**config.mk**
```make
export PLATFORM = sky130hd
export DESIGN_NAME = knn_query_controller
export DESIGN_NICKNAME = d
export VERILOG_FILES = /design/src/rtl/knn_query_controller.sv
export SDC_FILE = /design/constraint.sdc
export NUM_CORES = 1
export LEC_CHECK = 0
export CORE_AREA = 4 4 205 207
export DETAILED_ROUTE_END_ITERATION = 8
export DIE_AREA = 0 0 209 211
export MAX_ROUTING_LAYER = met4
export PLACE_DENSITY = 0.8
export SLEW_MARGIN = 5
export SYNTH_ARGS = -nofsm -noshare
export SYNTH_HDL_FRONTEND = slang
export SYNTH_SLANG_ARGS = --single-unit
```
**constraint.sdc**
```tcl
create_clock -name clk -period 5.1 [get_ports clk]
set_input_delay 1.02 -clock clk [delete_from_list [all_inputs] [get_ports clk]]
set_output_delay 1.02 -clock clk [all_outputs]
set_load 0.02 [all_outputs]
```
**src/rtl/knn_query_controller.sv**
```systemverilog
// k-nearest-neighbour query sequencer: fetches each training point, feeds the
// external distance unit, keeps a sorted K-entry list and majority-votes a label.
module knn_query_controller #(
  parameter int SIZE      = 32,
  parameter int DIMENSION = 3,
  parameter int N_POINTS  = 16,
  parameter int K         = 3,
  parameter int LABEL_W   = 2,
  localparam int AW       = (N_POINTS > 1) ? $clog2(N_POINTS) : 1
) (
  input  logic                                clk,
  input  logic                                rst_n,
  input  logic                                start,
  input  logic [DIMENSION-1:0][SIZE-1:0]      query,
  output logic                                busy,
  output logic                                done,
  output logic                                mem_rd,
  output logic [AW-1:0]                       mem_addr,
  input  logic [DIMENSION-1:0][SIZE-1:0]      mem_point,
  input  logic [LABEL_W-1:0]                  mem_label,
  output logic [DIMENSION-1:0][SIZE-1:0]      dist_p,
  output logic [DIMENSION-1:0][SIZE-1:0]      dist_q,
  input  logic [SIZE-1:0]                     dist_val,
  output logic [K-1:0][SIZE-1:0]              nn_dist,
  output logic [K-1:0][LABEL_W-1:0]           nn_label,
  output logic [K-1:0]                        nn_valid,
  output logic [LABEL_W-1:0]                  result_label
);

  localparam int CW = $clog2(K + 1);
  localparam int NL = 2 ** LABEL_W;

  typedef enum logic [2:0] {S_IDLE, S_FETCH, S_LOAD, S_INSERT, S_VOTE, S_DONE} state_t;

  state_t                            state_q, state_d;
  logic [AW-1:0]                     i_q, i_d;
  logic [DIMENSION-1:0][SIZE-1:0]    qry_q, qry_d;
  logic [DIMENSION-1:0][SIZE-1:0]    pnt_q, pnt_d;
  logic [LABEL_W-1:0]                lbl_q, lbl_d;
  logic [K-1:0][SIZE-1:0]            nnd_q, nnd_d;
  logic [K-1:0][LABEL_W-1:0]         nnl_q, nnl_d;
  logic [K-1:0]                      nnv_q, nnv_d;
  logic [LABEL_W-1:0]                res_q, res_d;

  logic                              ins_found;
  int                                ins_pos;
  logic [K-1:0][SIZE-1:0]            sh_dist;
  logic [K-1:0][LABEL_W-1:0]         sh_label;
  logic [K-1:0]                      sh_valid;
  logic [NL-1:0][CW-1:0]             cnt;
  logic [CW-1:0]                     best_cnt;
  logic [LABEL_W-1:0]                best_lbl;

  // Strict less-than keeps an earlier point ahead of a later one at equal distance.
  always_comb begin
    ins_found = 1'b0;
    ins_pos   = 0;
    for (int j = 0; j < K; j++) begin
      if (!ins_found && (!nnv_q[j] || (dist_val < nnd_q[j]))) begin
        ins_found = 1'b1;
        ins_pos   = j;
      end
    end
    sh_dist  = nnd_q;
    sh_label = nnl_q;
    sh_valid = nnv_q;
    for (int j = K - 1; j >= 1; j--) begin
      if (j > ins_pos) begin
        sh_dist[j]  = nnd_q[j-1];
        sh_label[j] = nnl_q[j-1];
        sh_valid[j] = nnv_q[j-1];
      end
    end
    for (int j = 0; j < K; j++) begin
      if (j == ins_pos) begin
        sh_dist[j]  = dist_val;
        sh_label[j] = lbl_q;
        sh_valid[j] = 1'b1;
      end
    end
  end

  // Ascending scan with strict greater-than: a count tie keeps the smaller label.
  always_comb begin
    cnt      = '0;
    best_cnt = '0;
    best_lbl = '0;
    for (int v = 0; v < NL; v++) begin
      for (int e = 0; e < K; e++) begin
        if (nnv_q[e] && (nnl_q[e] == LABEL_W'(v))) cnt[v] = cnt[v] + CW'(1);
      end
      if (cnt[v] > best_cnt) begin
        best_cnt = cnt[v];
        best_lbl = LABEL_W'(v);
      end
    end
  end

  always_comb begin
    state_d = state_q;
    i_d     = i_q;
    qry_d   = qry_q;
    pnt_d   = pnt_q;
    lbl_d   = lbl_q;
    nnd_d   = nnd_q;
    nnl_d   = nnl_q;
    nnv_d   = nnv_q;
    res_d   = res_q;
    mem_rd  = 1'b0;
    done    = 1'b0;
    case (state_q)
      S_IDLE: begin
        if (start) begin
          qry_d   = query;
          nnd_d   = '1;
          nnl_d   = '0;
          nnv_d   = '0;
          res_d   = '0;
          i_d     = '0;
          state_d = S_FETCH;
        end
      end
      S_FETCH: begin
        mem_rd  = 1'b1;
        state_d = S_LOAD;
      end
      S_LOAD: begin
        pnt_d   = mem_point;
        lbl_d   = mem_label;
        state_d = S_INSERT;
      end
      S_INSERT: begin
        if (ins_found) begin
          nnd_d = sh_dist;
          nnl_d = sh_label;
          nnv_d = sh_valid;
        end
        if (i_q == AW'(N_POINTS - 1)) begin
          state_d = S_VOTE;
        end else begin
          i_d     = i_q + AW'(1);
          state_d = S_FETCH;
        end
      end
      S_VOTE: begin
        res_d   = best_lbl;
        state_d = S_DONE;
      end
      S_DONE: begin
        done    = 1'b1;
        state_d = S_IDLE;
      end
      default: state_d = S_IDLE;
    endcase
  end

  always_ff @(posedge clk or negedge rst_n) begin
    if (!rst_n) begin
      state_q <= S_IDLE;
      i_q     <= '0;
      qry_q   <= '0;
      pnt_q   <= '0;
      lbl_q   <= '0;
      nnd_q   <= '1;
      nnl_q   <= '0;
      nnv_q   <= '0;
      res_q   <= '0;
    end else begin
      state_q <= state_d;
      i_q     <= i_d;
      qry_q   <= qry_d;
      pnt_q   <= pnt_d;
      lbl_q   <= lbl_d;
      nnd_q   <= nnd_d;
      nnl_q   <= nnl_d;
      nnv_q   <= nnv_d;
      res_q   <= res_d;
    end
  end

  assign busy         = (state_q != S_IDLE);
  assign mem_addr     = i_q;
  assign dist_p       = pnt_q;
  assign dist_q       = qry_q;
  assign nn_dist      = nnd_q;
  assign nn_label     = nnl_q;
  assign nn_valid     = nnv_q;
  assign result_label = res_q;

endmodule

```
==> results.md <==
* Post-cts resize count at 0
* Post-Route Setup TNS at 0 ns
* Worst reg-to-reg setup slack at ~1.3 ns
* R2R depth at 18
* Leakage power at 10.2 nW
* Net Sw Power at 6.01 mW
* Slew Viols, Final at 0
* WHS Path Cells at 2
* Htree depth at 2
* YS warnings at 0
* Reg clk slew, reported paths at about 0.060 ns
* Main flop type after synthesis: dfrtp_1
* Number of hold violations in the final report at 0
* CTS root buf: clkbuf_16
* Post-CTS setup buffer count at 0
* FF-to-FF Start: nn_valid[0]
* Layout Cells excl Fill at 2556
* Detailed placer's ending HPWL at 41300 µm
* ANT nets after route at 0
* Pin count of the biggest net entering global routing at 112
* RSZ-0062 raised after global routing: false
* Dpl cells at 2482
* Clock skew at 0.0212 ns
* Hold WC Path Type: reg2reg
* PnR Total Power at ~15 mW
* WHS Endpoint: dist_q[16]
* Post-Route WL at between 50000 and 60000 µm
* Highest clock rate at around 240 MHz
* Mapped Nets at 1813
* Largest cells by area after synthesis: dfrtp_1 (35%), dfstp_2 (17%), ha_1 (9.2%)
* Critical path type: in2reg
* CTS tree: built
* Drt pass-1 iters at 8
* Rows at 74
* Hold_buf cts at 0
* Total gr overflow at 0
* Average size of a mapped cell at 10.2 µm²
* Yosys top cell by area: dfrtp_1
* Startpoint types: input pin
* Comb pwr share at 0.518
* Synth unique cells at 56
* GRT Util Overall at 0.249
* Die Width at 209 µm
* Power Dens Cells at roughly 670 mW/mm²
* Crit-path max FO at 16
* Synthesis-to-finish area growth at 47.7%
* Initial DRC Count at 1096
* Fillers at around 3500
* Cells after Synth at 1474
* Number of synthesized flops with an enable pin at 0
* Post-synthesis sequential element count at 308
* DRC viols at 0
* Die area at 0.0441 mm²
* Seq/Total Area, Yosys at 0.523
* Final setup viols at 0
* Vias in the first global route at roughly 14000
* Starting density of the core at 0.371
* Internal at 8.70 mW
* Arrival time worst endpoint at about 4.5 ns
* Ports at 535
* Worst hold slack at 0.474 ns
* Cts bufs inserted at 36
* Req. time, crit path at 5.55 ns
* Reg-to-Reg End: result_label[0]
* Share of layout cells above drive strength 1 at 0.143
* Number of max-cap violations at 0
* Via count at 13447
* Worst rel slew slack at 0.226
* VDD IR max at 0.000433 V
* Core area at 0.0404 mm²
* Clk buf depth at 3
* Initial antenna violation count at 14
* Top cell type's share of synthesized area at 0.354
* Post-Synthesis Cell Area at 0.0150 mm²
* Crit end category: register
* Drt via density at 5.26
* Sequential power share at 0.306
* Crit share post-route at 0.801
* Status: complete, no violations
* Fin crit period at 4.09 ns
* Clk pwr share at 0.177
* First-pass GRT wire length at between 80000 and 90000 µm
* Clk Latency, worst-skew pair at around 0.55 ns
* DR WL/cell at 21.7 µm
* GPL Wtd Cong at 0.925
* Post-synth ARST share at 1.00
* Net count reported at finish at 2327
* Sw Share at 0.409
* DIE HEIGHT at 211 µm
* Hold path startpoint: dist_q[16]
* Slew @ Worst Pin at 1.16 ns
* Buffers added on ports at 534
* # clock sinks at between 300 and 400
-- layout by cell type (no fill, tap or decap), types with 4 or more instances in the layout --
master           synthesis  routed
clkdlybuf4s50_1          0     533
nand2_1                333     332
dfrtp_1                212     212
inv_1                  148     148
ha_1                   110     110
mux2_2                  96      96
dfstp_2                 96      96
o21ai_0                 95      95
nor2_1                  47      47
a21oi_1                 42      42
clkbuf_16                0      37
nor4_1                  36      36
a221oi_1                35      35
a222oi_1                31      31
nand3_1                 16      16
buf_4                    1      16
nand4_1                 12      12
diode_2                  0      10
nor3_1                  10       9
clkbuf_1                71       9
clkbuf_8                 0       7
clkinv_2                 0       5
buf_12                   0       5
nand3b_1                 4       4
and3_1                   4       4
nand2b_1                 4       4
a22oi_1                  4       4
-- Yosys cell counts, types with 2 or more instances --
cell type,count
clkbuf_1,71
nand2_1,333
a21oi_1,42
and2_1,3
xor2_1,3
o22ai_1,2
o21a_1,3
ha_1,110
mux2_2,96
nand3_1,16
mux2i_1,2
and3_1,4
a222oi_1,31
nor4_1,36
buf_6,6
or3_1,4
dfstp_2,96
o21ai_0,95
a21boi_0,3
nor3_1,10
o211ai_1,2
nor3b_1,4
a211o_2,3
nor2b_1,2
a221oi_1,35
a221o_1,2
nor2_1,47
a22oi_1,4
a31o_2,2
nand4_1,12
or2_2,3
nand3b_1,4
and3b_1,3
dfrtp_1,212
nand2b_1,4
or4_1,2
inv_1,148
-- worst max path at each step --
stage,cells past startpoint,to,startpoint,slack [ns]
2_1_floorplan,19,result_label[1],nn_valid[1],1.57
5_1_grt,10,nn_dist[56],dist_val[31],0.78
4_1_cts,10,nn_dist[58],dist_val[31],1.11
3_5_place_dp,10,nn_dist[57],dist_val[29],0.55
3_3_place_gp,10,nn_dist[54],dist_val[29],0.61
6_report,10,nn_dist[56],dist_val[31],1.01
-- power by group through the flow --
stage / Sequential (mW) / Combinational, mW / Clock (mW)
2_1_floorplan: 5.68 / 2.79 / 0
3_3_place_gp: 4.45 / 7.45 / 0
3_5_place_dp: 4.50 / 7.60 / 0
4_1_cts: 4.49 / 7.66 / 2.65
5_1_grt: 4.64 / 8.21 / 2.75
6_report: 4.50 / 7.61 / 2.60
-- sequential cells by signal, indices dropped and copies added (netlist names) --
register and flops:
dist_p 96, dist_q 96, lbl_q 2, mem_addr 4, nn_dist 96, nn_label 6, nn_valid 3, result_label 2
state_q 3
-- worst max-delay path, stage by stage --
cell and delay, ns:
clkdlybuf4s50_1 0.53, ha_1 0.38, nand3_1 0.10, nor4_1 0.50
nand2_1 0.20, a31oi_1 0.50, o21ai_0 0.36, nor3_4 0.46
buf_4 0.34, a222oi_1 0.14
-- through the flow --
step                      worst slack [ns]  utilization  instance area (µm²)
after CTS                             1.11        0.547                22100
after global routing                 0.780        0.548                22100
after detailed placement             0.547        0.518                20900
after floorplan                       1.57            -                15000
final                                 1.01        0.548                22100
after global placement               0.610        0.518                20900
-- layout make-up --
type / instances / area [µm²] / share of cell area
clock inverter: 11 / 119 / 0.00538
tap: 532 / 666 / 0.0301
sequential: 308 / 7830 / 0.354
multi-input combinational: 939 / 6290 / 0.284
antenna: 10 / 25.0 / 0.00113
timing repair buffer: 555 / 5570 / 0.252
clock buffer: 53 / 1060 / 0.0478
inverter: 148 / 556 / 0.0251
-- per-layer routing --
| metal | GRT usage | part of all wire |
|---|---|---|
| met1 | 0.276 | 0.36 |
| met2 | 0.433 | 0.52 |
| met3 | 0.0754 | 0.095 |
| met4 | 0.0808 | 0.029 |
| met5 | - | 0 |
-- cell families (layout without fill, tap and decap cells) --
group	Yosys count	in the layout	share of synthesized area
mux	98	98	0.0736
flops	308	308	0.523
other cells	0	10	0
xor+xnor	4	4	0.00234
buf+inv	227	767	0.0603
compound gates	239	239	0.109
simple gates	488	488	0.140
fa+ha+maj	110	110	0.0920
Note: power is estimated with default switching activity, not from simulation.
==> patch (same flow settings) <==
`i_q` no longer has a reset.
--- a/src/rtl/knn_query_controller.sv
+++ b/src/rtl/knn_query_controller.sv
@@ -157,7 +157,6 @@
   always_ff @(posedge clk or negedge rst_n) begin
     if (!rst_n) begin
       state_q <= S_IDLE;
-      i_q     <= '0;
       qry_q   <= '0;
       pnt_q   <= '0;
       lbl_q   <= '0;
@@ -167,7 +166,6 @@
       res_q   <= '0;
     end else begin
       state_q <= state_d;
-      i_q     <= i_d;
       qry_q   <= qry_d;
       pnt_q   <= pnt_d;
       lbl_q   <= lbl_d;
@@ -176,6 +174,10 @@
       nnv_q   <= nnv_d;
       res_q   <= res_d;
     end
+  end
+
+  always_ff @(posedge clk) begin
+    i_q <= i_d;
   end
 
   assign busy         = (state_q != S_IDLE);
Check against the original RTL: same outputs for any inputs over 4 cycles, from zero or initial values and one cycle with rst_n low; that may be too few to reach the edited logic, so the function may still have changed.
==> patch against the unedited design <==
The flow now finishes with violations (DRC). Total power increased by 5.8%. Clock power increased by 12%. Synthesized area about the same. Wire length increased by 1.2%. Worst setup slack got worse by 0.028 ns. Count of clock-buffer cells in the layout decreased by 4. Combinational power increased by 4.7%. Synthesized cell count decreased by 0.20%. Global-route usage increased by 0.29 points. Sequential cell count unchanged. Design area increased by 0.68%. Core utilization increased by 0.38 points. Critical endpoint is now nn_dist[76]. Largest cell class unchanged. Highest routed layer unchanged.
==> patch: results (changes against the unedited design) <==
| Metric | Value |
|---|---|
| DRC | 5 (was 0) |
| Wire length on met2 | 28700 microns (about the same) |
| Worst slew pin tran | 1.22 ns (was 1.16 ns) |
| Number of port buffers | 534 (unchanged) |
| Pre-antenna DRT Iters | 9 (was 8) |
| # resized after CTS | 0 (unchanged) |
| Syn. warnings | 0 (unchanged) |
| Failing checks | DRC |
| Status | complete, but fails checks (was complete, no violations) |
| Antenna violations before repair | 13 (was 14) |
| DP Area | 20900 sq um (about the same) |
| Via Count | 13299 (was 13447) |
| First-pass GRT wire length | 84300 microns (was 83500 microns) |
| Main synth FF type | dfrtp_1 (unchanged) |
| NetSw | 0.00633 W (was 0.00601 W) |
| Latest clock arrival within the worst-skew pair | 0.55 ns (about the same) |
| Hpwl dp | 41600 microns (was 41300 microns) |
| Root buf cell | clkbuf_16 (unchanged) |
| Placed Cells | 2479 (was 2482) |
| M2 GR Usage | 43.0% (was 43.3%) |
| Met1 GRT Util | 28.5% (was 27.6%) |
| Fillers | 3450 (was 3498) |
| Post-synthesis net count | 1810 (was 1813) |
| Wl on met1 | 20700 microns (was 19900 microns) |
| Mapped Cells | 1471 (was 1474) |
| Ratio of cells with drive above 1 in the final layout | 14.6% (was 14.3%) |
| Initial DRC count | 1082 (was 1096) |
| Post-synth top cells | nand2_1, dfrtp_1, inv_1 (unchanged) |
| Largest net degree at the start of global routing | 136 (was 112) |
| Number of synthesized flops with an enable pin | 4 (was 0) |
| Clock transition at path regs | 0.06 ns (about the same) |
| Unique cell type count in the Yosys netlist | 55 (was 56) |
| Tot GR Track Use | 25.2% (was 24.9%) |
| Final Wtd Congestion | 0.907 (was 0.925) |
| Peak supply drop | 0.477 mV (was 0.433 mV) |
| Synth top area cells | dfrtp_1, dfstp_2, ha_1, nand2_1, mux2_2 (unchanged) |
| Post-CTS Setup Repair Bufs | 0 (unchanged) |
| FFs w/ async S/R, synth | 98.7% (was 100%) |
| Register area share after synthesis | 52.4% (was 52.3%) |
| Post-Place Worst Slack | 0.538 ns (was 0.547 ns) |
| Logic pwr share | 51.2% (was 51.8%) |
| Met3 track demand over resource | 7.71% (was 7.54%) |
| Vias in the first global route | 13965 (was 14168) |
| Nets | 2325 (was 2327) |
| Clock buffer depth | 3 (unchanged) |
| Crit path max fanout | 21 (was 16) |
| Routed WL per cell | 21.9 microns (was 21.7 microns) |
| Total wire length | 56100 microns (was 55400 microns) |
| Switch share | 40.7% (was 40.9%) |
| Pleak | 10.3 nW (was 10.2 nW) |
| Worst hold path class | register to register (unchanged) |
| CTS Buf Count | 37 (was 36) |
| Seq pwr | 0.00467 W (was 0.00450 W) |
| Max Used Layer | met4 (unchanged) |
| Met3 Routed Length | 4960 microns (was 5260 microns) |
| Worst Clk Skew | 0.0195 ns (was 0.0212 ns) |
## patch: cell count changes after synthesis, moves of 2 or more
cell / change
dfrtp_1: -4
edfxtp_1: +4
nand2_1: -2
nand3_1: -2
nor2_1: +4
nor3_1: -2
## patch: cell type report
| class | count | area [sq um] | area share (%) |
|---|---|---|---|
| clock inverter | 17 | 273 | 1.23 |
| sequential | 308 | 7850 | 35.3 |
| inverter | 148 | 556 | 2.50 |
| multi-input combinational | 937 | 6270 | 28.2 |
| clock buffer | 49 | 1050 | 4.73 |
| tap | 532 | 666 | 2.99 |
| timing repair buffer | 554 | 5560 | 25.0 |
| antenna | 12 | 30.0 | 0.135 |
## patch: path summary, 6_finish.rpt
path | from | end | slack [ns] | depth (start not counted)
setup / recovery | dist_val[31] | nn_dist[76] | 0.99 | 10
hold / removal | dist_q[61] | dist_q[61] | 0.47 | 2
setup reg to reg | nn_valid[1] | result_label[1] | 1.13 | 20
hold reg to reg | dist_q[61] | dist_q[61] | 0.47 | 2
max in group asynchronous | rst_n | dist_q[22] | 3.67 | 2
min in group asynchronous | rst_n | nn_dist[50] | 0.59 | 1
## patch: kinds of logic after synthesis
| logic type | Yosys count | share of synthesized area [%] |
|---|---|---|
| flip-flops | 308 | 52.4 |
| XOR/XNOR | 6 | 0.351 |
| buffers and inverters | 226 | 6.00 |
| AND/OR/NAND/NOR | 487 | 13.9 |
| AO/OA/AOI/OAI | 236 | 10.8 |
| multiplexers | 98 | 7.36 |
| adder cells (fa/ha/maj) | 110 | 9.20 |
## patch: critical path, stage by stage
cell and delay, ns:
clkdlybuf4s50_1 0.53, ha_1 0.36, nand2_1 0.08, or4_1 0.58, or4_1 0.59, a41oi_1 0.24, or2_2 0.49, buf_4 0.28
nor4_1 0.07, a221oi_1 0.30
